`src/rtl/apb_pkg.sv`:
```
// Shared types for the APB requester: FSM state encoding, default bus widths
// and the response record returned to the command side.
package apb_pkg;

  localparam int APB_ADDR_W = 32;
  localparam int APB_DATA_W = 32;

  typedef enum logic [1:0] {
    IDLE   = 2'd0,
    SETUP  = 2'd1,
    ACCESS = 2'd2,
    RESP   = 2'd3
  } apb_state_e;

  typedef struct packed {
    logic [APB_DATA_W-1:0] rdata;
    logic                  err;
    logic                  timeout;
  } apb_rsp_t;

endpackage

```
`src/rtl/apb_timeout_counter.sv`:
```
// Counts ACCESS wait states and flags the last cycle a transfer may wait
// before it is aborted. TIMEOUT = 0 disables expiry entirely.
module apb_timeout_counter #(
  parameter int TIMEOUT = 16
) (
  input  logic clk,
  input  logic rst,
  input  logic clear,
  input  logic enable,
  output logic expired
);

  localparam int CW_RAW = $clog2(TIMEOUT + 1);
  localparam int CW     = (CW_RAW < 1) ? 1 : CW_RAW;
  localparam logic [CW-1:0] LAST = CW'(TIMEOUT - 1);

  logic [CW-1:0] cnt_q, cnt_d;

  always_comb begin
    cnt_d = cnt_q;
    if (clear) begin
      cnt_d = '0;
    end else if (enable) begin
      cnt_d = cnt_q + CW'(1);
    end
  end

  always_ff @(posedge clk) begin
    if (rst) begin
      cnt_q <= '0;
    end else begin
      cnt_q <= cnt_d;
    end
  end

  // With the timeout disabled the counter may wrap freely; expiry is masked.
  assign expired = (TIMEOUT != 0) && (cnt_q == LAST);

endmodule

```
`src/rtl/apb_master.sv`:
```
// APB requester: one valid/ready command becomes one SETUP+ACCESS transfer,
// with the result (read data, error, timeout) held on a valid/ready response.
module apb_master
  import apb_pkg::*;
#(
  parameter int ADDR_W  = APB_ADDR_W,
  parameter int DATA_W  = APB_DATA_W,
  parameter int TIMEOUT = 16
) (
  input  logic              clk,
  input  logic              rst,
  input  logic              cmd_valid,
  output logic              cmd_ready,
  input  logic              cmd_write,
  input  logic [ADDR_W-1:0] cmd_addr,
  input  logic [DATA_W-1:0] cmd_wdata,
  output logic              rsp_valid,
  input  logic              rsp_ready,
  output logic [DATA_W-1:0] rsp_rdata,
  output logic              rsp_err,
  output logic              rsp_timeout,
  output logic              psel,
  output logic              penable,
  output logic              pwrite,
  output logic [ADDR_W-1:0] paddr,
  output logic [DATA_W-1:0] pwdata,
  input  logic [DATA_W-1:0] prdata,
  input  logic              pready,
  input  logic              pslverr
);

  apb_state_e        state_q, state_d;
  logic              psel_q, psel_d;
  logic              penable_q, penable_d;
  logic              pwrite_q, pwrite_d;
  logic [ADDR_W-1:0] paddr_q, paddr_d;
  logic [DATA_W-1:0] pwdata_q, pwdata_d;
  logic              rsp_valid_q, rsp_valid_d;
  logic [DATA_W-1:0] rsp_rdata_q, rsp_rdata_d;
  logic              rsp_err_q, rsp_err_d;
  logic              rsp_timeout_q, rsp_timeout_d;
  logic              cnt_clear, cnt_enable, cnt_expired;

  apb_timeout_counter #(
    .TIMEOUT (TIMEOUT)
  ) u_timeout (
    .clk     (clk),
    .rst     (rst),
    .clear   (cnt_clear),
    .enable  (cnt_enable),
    .expired (cnt_expired)
  );

  always_comb begin
    state_d       = state_q;
    psel_d        = psel_q;
    penable_d     = penable_q;
    pwrite_d      = pwrite_q;
    paddr_d       = paddr_q;
    pwdata_d      = pwdata_q;
    rsp_valid_d   = rsp_valid_q;
    rsp_rdata_d   = rsp_rdata_q;
    rsp_err_d     = rsp_err_q;
    rsp_timeout_d = rsp_timeout_q;
    cnt_clear     = 1'b0;
    cnt_enable    = 1'b0;

    unique case (state_q)
      IDLE: begin
        if (cmd_valid) begin
          pwrite_d  = cmd_write;
          paddr_d   = cmd_addr;
          pwdata_d  = cmd_wdata;
          psel_d    = 1'b1;
          penable_d = 1'b0;
          state_d   = SETUP;
        end
      end
      SETUP: begin
        penable_d = 1'b1;
        cnt_clear = 1'b1;
        state_d   = ACCESS;
      end
      ACCESS: begin
        // pready takes priority over a timeout expiring on the same edge.
        if (pready) begin
          rsp_rdata_d   = pwrite_q ? '0 : prdata;
          rsp_err_d     = pslverr;
          rsp_timeout_d = 1'b0;
          psel_d        = 1'b0;
          penable_d     = 1'b0;
          rsp_valid_d   = 1'b1;
          state_d       = RESP;
        end else if (cnt_expired) begin
          rsp_rdata_d   = '0;
          rsp_err_d     = 1'b1;
          rsp_timeout_d = 1'b1;
          psel_d        = 1'b0;
          penable_d     = 1'b0;
          rsp_valid_d   = 1'b1;
          state_d       = RESP;
        end else begin
          cnt_enable = 1'b1;
        end
      end
      RESP: begin
        if (rsp_ready) begin
          rsp_valid_d = 1'b0;
          state_d     = IDLE;
        end
      end
      default: state_d = IDLE;
    endcase
  end

  always_ff @(posedge clk) begin
    if (rst) begin
      state_q       <= IDLE;
      psel_q        <= 1'b0;
      penable_q     <= 1'b0;
      pwrite_q      <= 1'b0;
      paddr_q       <= '0;
      pwdata_q      <= '0;
      rsp_valid_q   <= 1'b0;
      rsp_rdata_q   <= '0;
      rsp_err_q     <= 1'b0;
      rsp_timeout_q <= 1'b0;
    end else begin
      state_q       <= state_d;
      psel_q        <= psel_d;
      penable_q     <= penable_d;
      pwrite_q      <= pwrite_d;
      paddr_q       <= paddr_d;
      pwdata_q      <= pwdata_d;
      rsp_valid_q   <= rsp_valid_d;
      rsp_rdata_q   <= rsp_rdata_d;
      rsp_err_q     <= rsp_err_d;
      rsp_timeout_q <= rsp_timeout_d;
    end
  end

  assign cmd_ready   = (state_q == IDLE);
  assign psel        = psel_q;
  assign penable     = penable_q;
  assign pwrite      = pwrite_q;
  assign paddr       = paddr_q;
  assign pwdata      = pwdata_q;
  assign rsp_valid   = rsp_valid_q;
  assign rsp_rdata   = rsp_rdata_q;
  assign rsp_err     = rsp_err_q;
  assign rsp_timeout = rsp_timeout_q;

endmodule
```
`config.mk`:
```
export PLATFORM = sky130hd
export DESIGN_NAME = apb_master
export DESIGN_NICKNAME = d
export VERILOG_FILES = /design/src/rtl/apb_pkg.sv /design/src/rtl/apb_timeout_counter.sv /design/src/rtl/apb_master.sv
export SDC_FILE = /design/constraint.sdc
export NUM_CORES = 1
export LEC_CHECK = 0
export ABC_CLOCK_PERIOD_IN_PS = 2100
export CAP_MARGIN = 20
export CORE_AREA = 3 3 111 113
export CTS_BUF_LIST = sky130_fd_sc_hd__clkbuf_4 sky130_fd_sc_hd__clkbuf_8
export CTS_CLUSTER_DIAMETER = 100
export DETAILED_ROUTE_END_ITERATION = 10
export DIE_AREA = 0 0 114 116
export GPL_ROUTABILITY_DRIVEN = 0
export GPL_TIMING_DRIVEN = 1
export PLACE_DENSITY = 0.71
export SLEW_MARGIN = 20
export SYNTH_ARGS = -nofsm -noshare
export SYNTH_HDL_FRONTEND = slang
export SYNTH_SLANG_ARGS = --single-unit
```
`constraint.sdc`:
```
create_clock -name clk -period 2.1 [get_ports clk]
set_input_delay 0.63 -clock clk [delete_from_list [all_inputs] [get_ports clk]]
set_output_delay 0.63 -clock clk [all_outputs]
set_load 0.01 [all_outputs]
```
==> metrics.txt <==
syn nets 604; pin count of the biggest net entering global routing 97; net count reported at finish roughly 800; CTS root buf clkbuf_8; Crit path arrival time approximately 2300 ps; global-route wire length before repair 18.1 mm; Via Count 3996; syn avg cell area roughly 8.0 µm²; Final Cycle Share ~96%; routed wire length 11.7 mm; Post-Synthesis Cells 494; Required @ worst endpoint 2400 ps; overall power roughly 5.6 mW; Hold Path Class flip-flop to flip-flop; Final Skew 6.68 ps; unrepaired setup endpoints after global routing false; Buffers on Ports 205; sequential-to-total area share from yosys stat 55.1%; 1st-pass router iterations 4; initial antenna violation count 0; DP Cell Count 819; Slew Limit Fails 0; status completed; # DRC 0; Sink Count about 110; drt via density roughly 4.8; #FFs+latches synth 109; Synth Flop Type dfxtp_1; Syn Std Cell Area 3960 µm²; Slew HR around two thirds; crit path kind flip-flop to flip-flop; top-count cell post-synth nand2_1; area taken by multi-input logic gates 1630 µm²; DP Area 6240 µm²; number of enable flip-flop cells after synthesis 0; synth top area cells dfxtp_1, nand2_1, a21oi_1; clock latency on the worst-skew pair 370 ps; Final Hold Vio Count 0; hold path start rsp_rdata[12]; row cnt 39; max-capacitance violation count 0; hold_buf cts 0; crit start category flip-flop; chip width about 110 µm; PwrDens 878 nW/µm²; ys async rst share 0%; DR WL/cell about 14 µm; post-route antenna net violation count 0; reg-to-reg startpoint u_timeout.cnt_q[0]; clock tree buffer depth 2; DRT iter0 DRCs 243; Hold Path Stages 2; worst vdd ir roughly 0.4 mV; Ports roughly 210; Worst-path clk slew 90 ps; Detailed Place HPWL about 8.3 mm; final cell count without fillers 834; capturing point of the worst reg2reg path u_timeout.cnt_q[3]; CTS tree done; worst-path fanout max 5; post-synth top area cell dfxtp_1; CTS Buf Count 9; share of cells above drive strength 1 5.64%; Worst Tran Pin Value between 400 and 500 ps; reg2reg path depth 6; Synth cell types 32; Setup violations, final 0; top cells by count, synth nand2_1, dfxtp_1, a21oi_1; design area between 6000 and 7000 µm²; Area Overhead vs Synth 61.7%; GR Overflow Total 0; core area 11400 µm²; Ys Warns 0; Ant. Diodes 0; Initial Util 34.7%; Synth top area share 55.1%; DIE AREA roughly 13000 µm²; Die Y 116 µm; crit path capture type flip-flop; fmax 0.497 GHz; crit path time final approximately 2000 ps; Hold Crit Endpoint rsp_rdata[12]; R2R Setup Slk 90 ps; FF+latch area 2180 µm²; H-tree lvl count 3; Leak roughly 2.3 nW; vias in the first global route 3828; gr usage total 16.8%; Fillers roughly 1100
## worst max-delay path: stages, from the launching register on
cell	delay, ps
dfxtp_1	350
ha_1	210
and3_1	180
ha_1	260
or3b_1	440
or3_1	360
a21oi_1	150
## metal layers
| metal | vias to the layer above | routed length (µm) | GRT usage [%] |
|---|---|---|---|
| met5 | - | 0 | 0 |
| met4 | 0 | 155 | 6.41 |
| li1 | 2007 | - | - |
| met3 | 11 | 929 | 4.60 |
| met1 | 1842 | 4890 | 19.8 |
| met2 | 136 | 5750 | 29.0 |
## report_power, final
part	switching, mW	internal [mW]	total (mW)
sequential	0.170	2.39	2.56
clock	0.651	0.495	1.15
combinational	0.918	1.01	1.93
total	1.74	3.89	5.63
## what timing repair did
item                                   CTS  global route
setup endpoints to repair                1             1
buffers inserted                         0             0
endpoints found under the hold margin    0             0
gates resized for setup                  1             2
## cells in the final DEF (no fill, tap or decap), types with 4 or more instances in the layout
master / instances
ha_1: 7
nand3_1: 33
nand2_1: 166
a21oi_1: 103
dfxtp_1: 107
buf_12: 6
clkdlybuf4s50_1: 203
clkbuf_8: 10
nor2_1: 4
buf_4: 9
inv_1: 5
## cell type report
cell class | count | share of cell area (%)
repair buffers | 219 | 34.8
flip-flops and latches | 109 | 34.1
multi-input cells | 343 | 25.4
well taps | 143 | 2.79
clock buffers | 13 | 2.50
inverters | 5 | 0.293
clock inverters | 2 | 0.156
## flip-flops by register name, indices dropped and copies added, names as in the netlist
| signal | flops |
|---|---|
| penable | 1 |
| paddr | 32 |
| rsp_timeout | 1 |
| u_timeout.cnt_q | 5 |
| rsp_valid | 1 |
| rsp_err | 1 |
| pwdata | 32 |
| state_q | 2 |
| pwrite | 1 |
| psel | 1 |
| rsp_rdata | 32 |
## worst max-delay path by stage
stage / from / depth (start not counted) / to
after floorplan: u_timeout.cnt_q[0] / 7 / u_timeout.cnt_q[3]
after global placement: pready / 4 / u_timeout.cnt_q[3]
after detailed placement: pready / 6 / state_q[0]
after CTS: state_q[0] / 3 / cmd_ready
after global routing: u_timeout.cnt_q[0] / 6 / u_timeout.cnt_q[3]
final: u_timeout.cnt_q[0] / 6 / u_timeout.cnt_q[3]
## cells by family after synthesis
kind of cell / Yosys count / synth area share [%]
compound gates: 117 / 15.5
buf+inv: 42 / 4.14
xor+xnor: 1 / 0.221
simple gates: 218 / 22.9
fa+ha+maj: 7 / 2.21
flops: 109 / 55.1
## metrics by stage
stage	worst slack, ps	util [%]	TNS [ps]	hold WS [ps]
final	86.1	56.1	0	452
after global routing	10.5	56.1	0	476
after CTS	18.2	56.1	0	455
after detailed placement	-46.5	54.6	-46.5	443
after global placement	11.6	54.6	0	438
after floorplan	188	-	0	452
(Power assumes the default switching activity.)
